## config.mk

```make
export PLATFORM = sky130hd
export DESIGN_NAME = light_scheduler_flat
export DESIGN_NICKNAME = d
export VERILOG_FILES = /design/src/rtl/light_pkg.sv /design/src/rtl/light_scheduler_if.sv /design/src/rtl/light_rr_arbiter.sv /design/src/rtl/light_scheduler.sv /design/src/flat_wrapper.sv
export SDC_FILE = /design/constraint.sdc
export NUM_CORES = 1
export LEC_CHECK = 0
export CAP_MARGIN = 20
export CORE_MARGIN = 4
export CORE_UTILIZATION = 51
export DETAILED_ROUTE_END_ITERATION = 8
export PLACE_DENSITY = 0.82
export SYNTH_ARGS = -nofsm -noshare
export SYNTH_HDL_FRONTEND = slang
export SYNTH_HIERARCHICAL = 1
export SYNTH_SLANG_ARGS = --single-unit
```

## constraint.sdc

```tcl
create_clock -name clk -period 0.8 [get_ports clk]
set_clock_uncertainty 0.05 [all_clocks]
set_input_delay 0.16 -clock clk [delete_from_list [all_inputs] [get_ports clk]]
set_output_delay 0.16 -clock clk [all_outputs]
set_load 0.03 [all_outputs]
```

## src/rtl/light_pkg.sv

```systemverilog
// Shared definitions for the lighting scheduler: lamp state encoding,
// command polarity, counter width and requester port indices.
package light_pkg;

    // Lamp FSM encoding; this code is also driven out on lampstate.
    typedef enum logic [1:0] {
        ST_OFF  = 2'b00,
        ST_ON   = 2'b01,
        ST_WARN = 2'b10
    } lamp_state_t;

    // Command polarity carried on btn_cmd / kp_cmd.
    localparam logic CMD_ON  = 1'b1;
    localparam logic CMD_OFF = 1'b0;

    // Width of the vacancy and warn counters.
    localparam int CNT_W = 8;
    typedef logic [CNT_W-1:0] cnt_t;

    // Bit positions of the two requesters in the arbiter vectors.
    localparam int PORT_BTN = 0;
    localparam int PORT_KP  = 1;

endpackage

```

## src/rtl/light_scheduler_if.sv

```systemverilog
// Request/command/grant handshake between the two command sources
// (wall button and keypad) and the lighting scheduler.
interface light_scheduler_if;

    logic btn_req;
    logic btn_cmd;
    logic kp_req;
    logic kp_cmd;
    logic btn_grant;
    logic kp_grant;

    // Requester side: raises req with a cmd and holds both until granted.
    modport master (
        output btn_req,
        output btn_cmd,
        output kp_req,
        output kp_cmd,
        input  btn_grant,
        input  kp_grant
    );

    // Scheduler side: samples requests and returns one-cycle grants.
    modport slave (
        input  btn_req,
        input  btn_cmd,
        input  kp_req,
        input  kp_cmd,
        output btn_grant,
        output kp_grant
    );

endinterface

```

## src/rtl/light_rr_arbiter.sv

```systemverilog
// Two-port round-robin arbiter with registered one-cycle grants.
// A port that holds a grant this cycle is not eligible on the next edge,
// so a request still held after its grant is re-arbitrated as a new one.
module light_rr_arbiter
    import light_pkg::*;
(
    input  logic       clk,
    input  logic       rst_n,
    input  logic [1:0] req,
    output logic [1:0] grant
);

    logic       prio_kp;   // 1: keypad wins a tie, 0: button wins a tie
    logic [1:0] elig;
    logic [1:0] grant_nxt;

    // Pick at most one eligible requester, breaking ties by the pointer.
    always_comb begin
        elig      = req & ~grant;
        grant_nxt = 2'b00;
        case (elig)
            2'b01:   grant_nxt[PORT_BTN] = 1'b1;
            2'b10:   grant_nxt[PORT_KP]  = 1'b1;
            2'b11: begin
                if (prio_kp) grant_nxt[PORT_KP]  = 1'b1;
                else         grant_nxt[PORT_BTN] = 1'b1;
            end
            default: grant_nxt = 2'b00;
        endcase
    end

    // Register the grant and hand priority to the port that just lost.
    always_ff @(posedge clk or negedge rst_n) begin
        if (!rst_n) begin
            grant   <= 2'b00;
            prio_kp <= 1'b0;
        end else begin
            grant <= grant_nxt;
            if (grant_nxt[PORT_BTN])     prio_kp <= 1'b1;
            else if (grant_nxt[PORT_KP]) prio_kp <= 1'b0;
        end
    end

endmodule

```

## src/rtl/light_scheduler.sv

```systemverilog
// Room lighting scheduler: arbitrates wall-button and keypad commands,
// runs the OFF/ON/WARN lamp FSM with vacancy and warn countdown timers,
// and drives registered lamp/warn outputs decoded from the state.
module light_scheduler
    import light_pkg::*;
#(
    parameter int AUTO_OFF_CYCLES = 20,  // vacant cycles in ON before WARN (1..255)
    parameter int WARN_CYCLES     = 5    // cycles in WARN before lamp off (1..255)
) (
    input  logic                clk,
    input  logic                reset,      // asynchronous, active-low
    light_scheduler_if.slave    bus,
    input  logic                occupied,
    output logic                lamp_on,
    output logic                warn,
    output logic [1:0]          lampstate
);

    localparam cnt_t AUTO_CNT = cnt_t'(AUTO_OFF_CYCLES);
    localparam cnt_t WARN_CNT = cnt_t'(WARN_CYCLES);

    // Saturating increment: holds at all-ones instead of wrapping.
    function automatic cnt_t sat_inc(input cnt_t v);
        if (v == '1) return v;
        return v + cnt_t'(1);
    endfunction

    // Saturating decrement: holds at zero instead of wrapping.
    function automatic cnt_t sat_dec(input cnt_t v);
        if (v == '0) return v;
        return v - cnt_t'(1);
    endfunction

    logic        rst_sync_p0;
    logic        rst_sync_p1;
    logic        rst_n;

    logic [1:0]  req;
    logic [1:0]  grant_p0;
    logic        btn_cmd_p0;
    logic        kp_cmd_p0;

    logic        cmd_sel;
    logic        cmd_on;
    logic        cmd_off;

    lamp_state_t state;
    lamp_state_t state_nxt;
    cnt_t        vac_cnt;
    cnt_t        vac_nxt;
    cnt_t        wrn_cnt;
    cnt_t        wrn_nxt;

    // Reset synchroniser: assert immediately, release on the second clock edge.
    always_ff @(posedge clk or negedge reset) begin
        if (!reset) begin
            rst_sync_p0 <= 1'b0;
            rst_sync_p1 <= 1'b0;
        end else begin
            rst_sync_p0 <= 1'b1;
            rst_sync_p1 <= rst_sync_p0;
        end
    end

    assign rst_n = rst_sync_p1;

    // ---- stage p0: arbitration and command capture ----
    assign req[PORT_BTN] = bus.btn_req;
    assign req[PORT_KP]  = bus.kp_req;

    light_rr_arbiter u_arb (
        .clk   (clk),
        .rst_n (rst_n),
        .req   (req),
        .grant (grant_p0)
    );

    assign bus.btn_grant = grant_p0[PORT_BTN];
    assign bus.kp_grant  = grant_p0[PORT_KP];

    // Sample both commands on every edge; the registered grant selects the
    // one that was captured alongside it, so no reset is needed here.
    always_ff @(posedge clk) begin
        btn_cmd_p0 <= bus.btn_cmd;
        kp_cmd_p0  <= bus.kp_cmd;
    end

    // ---- stage p1: lamp FSM applies the granted command ----
    // Next-state and counter logic; a command always beats occupancy/timers.
    always_comb begin
        cmd_sel   = grant_p0[PORT_KP] ? kp_cmd_p0 : btn_cmd_p0;
        cmd_on    = (|grant_p0) && (cmd_sel == CMD_ON);
        cmd_off   = (|grant_p0) && (cmd_sel == CMD_OFF);
        state_nxt = state;
        vac_nxt   = vac_cnt;
        wrn_nxt   = wrn_cnt;
        case (state)
            ST_OFF: begin
                if (cmd_on) begin
                    state_nxt = ST_ON;
                    vac_nxt   = '0;
                end
            end
            ST_ON: begin
                if (cmd_off) begin
                    state_nxt = ST_OFF;
                end else if (cmd_on || occupied) begin
                    vac_nxt = '0;
                end else begin
                    vac_nxt = sat_inc(vac_cnt);
                    if (vac_nxt >= AUTO_CNT) begin
                        state_nxt = ST_WARN;
                        wrn_nxt   = WARN_CNT;
                    end
                end
            end
            ST_WARN: begin
                if (cmd_off) begin
                    state_nxt = ST_OFF;
                end else if (cmd_on || occupied) begin
                    state_nxt = ST_ON;
                    vac_nxt   = '0;
                end else begin
                    wrn_nxt = sat_dec(wrn_cnt);
                    if (wrn_nxt == '0) state_nxt = ST_OFF;
                end
            end
            default: state_nxt = ST_OFF;
        endcase
    end

    // State, counters and decoded outputs, all updated on the same edge.
    always_ff @(posedge clk or negedge rst_n) begin
        if (!rst_n) begin
            state   <= ST_OFF;
            vac_cnt <= '0;
            wrn_cnt <= '0;
            lamp_on <= 1'b0;
            warn    <= 1'b0;
        end else begin
            state   <= state_nxt;
            vac_cnt <= vac_nxt;
            wrn_cnt <= wrn_nxt;
            lamp_on <= (state_nxt != ST_OFF);
            warn    <= (state_nxt == ST_WARN);
        end
    end

    assign lampstate = state;

endmodule

```

## src/flat_wrapper.sv

```systemverilog
// flat-port wrapper written by rule: the top's interface ports become plain ports
module light_scheduler_flat import light_pkg::*;
#(
    parameter int AUTO_OFF_CYCLES = 20,                                             
    parameter int WARN_CYCLES     = 5                                              
)
  (clk, reset, occupied, lamp_on, warn, lampstate, bus_btn_req, bus_btn_cmd, bus_kp_req, bus_kp_cmd, bus_btn_grant, bus_kp_grant);
  light_scheduler_if bus_i ();
  input  logic clk;
  input  logic reset;
  input  logic occupied;
  output logic lamp_on;
  output logic warn;
  output logic [1:0] lampstate;
  input wire logic [$bits(bus_i.btn_req)-1:0] bus_btn_req;
  input wire logic [$bits(bus_i.btn_cmd)-1:0] bus_btn_cmd;
  input wire logic [$bits(bus_i.kp_req)-1:0] bus_kp_req;
  input wire logic [$bits(bus_i.kp_cmd)-1:0] bus_kp_cmd;
  output wire logic [$bits(bus_i.btn_grant)-1:0] bus_btn_grant;
  output wire logic [$bits(bus_i.kp_grant)-1:0] bus_kp_grant;
  assign bus_i.btn_req = bus_btn_req;
  assign bus_i.btn_cmd = bus_btn_cmd;
  assign bus_i.kp_req = bus_kp_req;
  assign bus_i.kp_cmd = bus_kp_cmd;
  assign bus_btn_grant = bus_i.btn_grant;
  assign bus_kp_grant = bus_i.kp_grant;
  light_scheduler #(.AUTO_OFF_CYCLES(AUTO_OFF_CYCLES), .WARN_CYCLES(WARN_CYCLES)) u_core (.clk(clk), .reset(reset), .bus(bus_i), .occupied(occupied), .lamp_on(lamp_on), .warn(warn), .lampstate(lampstate));
endmodule
```

==> After elaboration in Yosys (flattened, before gate mapping) <==
Index checks and enable logic that the tools add are counted.
{ "totals": {"ff_bits": 27, "latchBits": 0, "ram_bits": 0, "mem_bits_ro": 0, "in_bits": 7, "elab_cells": 89, "memories": 0} }
{ "classes": {"add_sub_neg": 2, "n_mul": 0, "div_mod_pow": 0, "order_cmp": 1, "eq_ne": 14, "shifts": 0, "mux": 45, "n_bitwise": 3, "reduce_logical": 13} }
{ "ops": {"columns": ["operator", "n"], "rows": [
  ["two-way mux 8 bit", 20],
  ["one-hot mux 8 bit (3 select lines)", 1],
  ["logical NOT 8 bit", 2],
  ["one-hot mux 8 bit (2 select lines)", 1],
  ["two-way mux 2 bit", 7],
  ["two-way mux 1 bit", 13],
  ["adder 8 x 1 -> 8 bit (second input constant)", 1],
  ["equality test 2 bit (second input constant)", 4],
  ["equality test 8 bit (second input constant)", 1],
  [">= comparator 8 x 5 -> 1 bit (second input constant)", 1],
  ["!= test 2 bit (second input constant)", 4],
  ["subtractor 8 x 1 -> 8 bit (second input constant)", 1],
  ["!= test 2 x 1 -> 1 bit (second input constant)", 3],
  ["one-hot mux 2 bit (3 select lines)", 1],
  ["AND reduction 6 bit", 1],
  ["nonzero test 2 bit", 3],
  ["AND reduction 5 bit", 1],
  ["equality test 2 x 1 -> 1 bit (second input constant)", 2],
  ["one-hot mux 1 bit (2 select lines)", 2],
  ["nonzero test 3 bit", 1],
  ["bitwise AND 2 bit", 1],
  ["logical AND 1 bit", 2],
  ["logical NOT 2 bit", 1],
  ["NOT 2 bit", 1],
  ["other kinds (3)", 3]
]} }

==> Depth between registers and ports, before layout <==
{ "logic_depth": {"word_depth": 16, "mapped_depth": 8, "mapped_depth_nobuf": 8} }

==> Hierarchy <==
Netlist, hierarchy kept.
{ "modules_own_cells": {"columns": ["module", "n_inst", "cells_per_inst", "area_each_um2", "seq_area_each_um2"], "rows": [
  ["light_scheduler", 1, 156, 1357.6, 590.6],
  ["light_rr_arbiter", 1, 8, 125.1, 75.1]
]} }

==> Worst setup path after synthesis <==
Ideal clock, no wire load.
{ "synth_timing": {"path_kind": "reg2reg", "from": "register u_core.wrn_cnt[0]", "to": "register u_core.lamp_on", "setup_ns": 0.124, "t_arrival_ns": 2.025, "t_required_ns": 0.626, "slack_ns": -1.399, "stages_incl_launch_ff": 9, "period_less_slack_ns": 2.199, "path_cell_list": "dfrtp_1 inv_1 ha_1 or3b_4 or3_1 a21oi_1 o21ai_1 a22o_1 or2_1"} }
{ "synth_via": {"elab_chain_cells": 15, "word_cells_on_any_way": 17, "cone_classes": "add/sub (1); mux (13); reduce/logical (3)"} }
{ "synth_rtl": {"columns": ["element", "line_no", "rtl"], "rows": [
  ["start, declared", "light_scheduler.sv:51", "cnt_t wrn_cnt;"],
  ["start signal, assigned", "light_scheduler.sv:143", "wrn_cnt <= wrn_nxt;"],
  ["logical NOT 8 bit", "light_scheduler.sv:30", "if (v == '0) return v;"],
  ["two-way mux 1 bit", "light_scheduler.sv:30", null],
  ["two-way mux 1 bit", "light_scheduler.sv:120", "end else if (cmd_on || occupied) begin"],
  ["two-way mux 1 bit", "light_scheduler.sv:118", "if (cmd_off) begin"],
  ["two-way mux 1 bit", "light_scheduler.sv:97", "case (state)"],
  ["two-way mux 8 bit *", "light_scheduler.sv:31", "return v - cnt_t'(1);"],
  ["two-way mux 8 bit *", "light_scheduler.sv:120", null],
  ["two-way mux 8 bit *", "light_scheduler.sv:118", null],
  ["two-way mux 8 bit *", "light_scheduler.sv:97", null],
  ["logical NOT 8 bit *", "light_scheduler.sv:125", "if (wrn_nxt == '0) state_nxt = ST_OFF;"],
  ["two-way mux 2 bit *", "light_scheduler.sv:125", null],
  ["two-way mux 2 bit *", "light_scheduler.sv:120", null],
  ["two-way mux 2 bit *", "light_scheduler.sv:118", null],
  ["one-hot mux 2 bit (3 select lines) *", "light_scheduler.sv:97", null],
  ["named net u_core.state_nxt[1]", "light_scheduler.sv:48", "lamp_state_t state_nxt;"],
  ["nonzero test 2 bit *", "light_scheduler.sv:144", "lamp_on <= (state_nxt != ST_OFF);"],
  ["end signal, assigned", "light_scheduler.sv:144", null],
  ["end, declared", "light_scheduler.sv:14", "output logic lamp_on,"]
]} }
The timed path passes the listed nets; every way through them passes the cells marked *. The select of a mux whose other input is x is not followed.
A chain may end at the register's enable or synchronous reset.

==> Final worst setup path <==
{ "layout_timing": {"from": "register u_core.wrn_cnt[1]", "to": "register u_core.lamp_on"} }
The elaborated chain is that of the path after synthesis.

==> metrics.txt <==
run status finished with violations; violations in the final reports setup timing; share of power burned in the clock network 16.9%; Placement Setup Slack -1.32 ns; Detailed Routing Iterations Pass 1 5; slack of the worst reg-to-reg path -1.34 ns; clock tree sinks 27; layer with the highest usage after global routing met2; final max-slew violation count 0; Inserted Clock Buffers 3; switching part of the total 35.1%; WP data arrival 2.32 ns; EDFF count, synth 0; register area share after synthesis 44.9%; FFs w/ async S/R, synth 92.6%; number of register bits inferred by synthesis 27; GR Util met3 3.31%; R2R depth 8; Worst Slack Setup Final -1.34 ns; startpoint type of the worst setup path flop; Synthesis Warnings 6; internal power component 2390 µW; number of max-cap violations 0; CTS root buf clkbuf_4; number of vias per cell 6.34; area growth from synthesis to final layout 66.1%; width of the die 61.9 µm; Antenna Diode Count 0; Crit Path Class reg2reg; setup repair after global routing missed its margin true; share of the clock period used by the worst path 268%; met2 track demand over resource in global routing 50.5%; maximum number of pins on one net before global-route repair 24; Routed wire per std cell 20.2 µm; standard-cell rows 19; routability cong. 0.874; clock slew at the register clock pins of the worst setup and hold paths 0.16 ns; Pwr Density 1490 nW/µm²; fraction of power consumed by sequential logic 43.2%; Die Ht 61.9 µm; Achievable Freq 0.467 GHz; buffer levels on the longest clock path 2; grt ovf 0; number of H-tree levels 1; routed wire length 5440 µm; number of nets still failing antenna checks after routing 0; Total GRT Usage 26.4%; CP max FO 2; fraction of power consumed by combinational cells 39.9%; Post-Synthesis Cell Area 1480 µm²; wire length of the first global-routing pass 7550 µm; data required time of the critical path 0.98 ns; clock tree from TritonCTS yes; count of port buffers added during placement 12; sum of net half-perimeters after detailed placement 2910 µm; initial DRC count 188; switching power 1290 µW; Top FF cell, synth dfrtp_1; effective utilization at floorplan 53.8%; count of final setup violators 29; leakage power summed over all cells 0.00112 µW; R2R Path End u_core/lamp_on; M1 GR Usage 28.7%; time the worst path needs with I/O delays and setup 2.14 ns; smallest hold slack 0.177 ns; count of vias placed by the detailed router 1706; Post-Synthesis Net Count 173; number of top-level pins 13; Die Area 3830 µm²; insertion delay to the later sink of the worst-skew pair 0.33 ns; number of distinct library cell variants in the gate-level netlist after synthesis 52; Critical Path Sink Type flop; antenna violations before repair 0; fill cell count 122; worst hold-check path type reg2async; syn avg cell area 9.04 µm²; share of post-route cells with drive strength above 1 53.8%; NumNets Final 248; core box area 2760 µm²; Syn Inst Count 164; Peak supply drop 2.60 mV; DR DRC count 0; via count of the first global-routing pass 1722; hold violation total from the final report 0; worst reg2reg path startpoint u_core/wrn_cnt[1]
-- cells in the mapped netlist, types with 3 or more instances --
cell      instances  area share (%)
dfrtp_1          25              42
nor2_1           16             4.1
a21oi_1          15             5.1
nand2_1          13             3.3
o21ai_0          11             3.7
nor3_1            6             2.0
inv_1             5             1.3
nand2b_1          5             2.1
clkbuf_1          4             1.0
nand3_1           4             1.4
and3_1            3             1.3
nand4_1           3             1.3
o22a_1            3             1.8
-- area by class of cell --
class | instances | area (µm²) | share of cell area (%)
well taps | 31 | 38.8 | 1.58
clock buffers | 3 | 22.5 | 0.915
inverters | 5 | 18.8 | 0.762
repair buffers | 76 | 669 | 27.2
multi-input cells | 126 | 1040 | 42.2
flip-flops and latches | 27 | 669 | 27.2
clock inverters | 1 | 5.00 | 0.203
-- stage by stage --
step                cells  TNS (ns)  power, µW  cell area (µm²)  utilization [%]
global placement      249    -21.69       2490             2030             73.8
global route          269    -25.63       3820             2460             89.3
finish                269    -23.77       3680             2460             89.3
floorplan             164    -19.73       2150             1560                -
detailed placement    249    -22.99       2550             2030             73.8
CTS                   261    -22.13       3380             2270             82.4
-- flip-flops by register name, indices dropped and copies added (netlist names) --
| signal | flops |
|---|---|
| u_core/rst_n | 1 |
| u_core/u_arb/grant | 2 |
| u_core/warn | 1 |
| u_core/wrn_cnt | 8 |
| u_core/kp_cmd_p0 | 1 |
| u_core/rst_sync_p0 | 1 |
| u_core/btn_cmd_p0 | 1 |
| u_core/lamp_on | 1 |
| u_core/vac_cnt | 8 |
| u_core/lampstate | 2 |
| u_core/u_arb/prio_kp | 1 |
-- worst max path at each step --
stage / startpoint / endpoint / slack [ns] / depth (start not counted)
CTS: u_core/wrn_cnt[1] / u_core/lamp_on / -1.28 / 8
finish: u_core/wrn_cnt[1] / u_core/lamp_on / -1.34 / 8
global route: u_core/wrn_cnt[1] / u_core/lamp_on / -1.40 / 9
global placement: u_core/wrn_cnt[1] / u_core/lamp_on / -1.24 / 8
floorplan: u_core/wrn_cnt[0] / u_core/lamp_on / -1.31 / 8
detailed placement: u_core/vac_cnt[1] / u_core/wrn_cnt[2] / -1.32 / 7
-- cells in the final DEF, fill, tap and decap left out, types with 4 or more instances in the layout --
cell type        count
nor2_1              13
o21ai_1              7
dfrtp_1             22
buf_4               52
buf_6               15
nand2_1             11
a21oi_2              7
nand2b_1             4
o21ai_2              4
a21oi_1              7
clkdlybuf4s50_1      6
-- cell families after synthesis --
kind of cell	synth area share (%)
and+or+nand+nor	25.7
AOI/OAI and AO/OA	21.4
DFF	44.9
buffers and inverters	4.05
adders and majority gates	1.69
muxes	1.43
other	0.253
xor gates and xnor gates	0.591
-- power groups by stage --
stage / logic (µW) / registers [µW] / clock network, µW
2_1_floorplan: 416 / 1740 / 0
3_3_place_gp: 893 / 1600 / 0
3_5_place_dp: 941 / 1610 / 0
4_1_cts: 1210 / 1580 / 594
5_1_grt: 1540 / 1600 / 677
6_report: 1470 / 1590 / 621
-- what timing repair did --
action,CTS,global route
cloned,1,0
hold buffers,1,0
setup buffers,6,9
gates resized for setup,31,26
setup endpoints to repair,29,29
pin swaps,12,16
hold endpoints to repair,2,0
-- critical path, cell delays in order, from the launching register on --
cell	delay (ns)
dfrtp_1	0.42
inv_2	0.07
ha_4	0.12
or3b_4	0.37
or3_4	0.36
a21oi_4	0.14
o21ai_2	0.08
a22o_1	0.23
or2_1	0.20
-- metal layers --
| layer | share of wire (%) | vias up |
|---|---|---|
| li1 | - | 752 |
| met4 | 4.2 | 0 |
| met1 | 37 | 823 |
| met5 | 0 | - |
| met2 | 53 | 105 |
| met3 | 5.6 | 26 |
No activity file was read; power rests on OpenSTA's default activity.
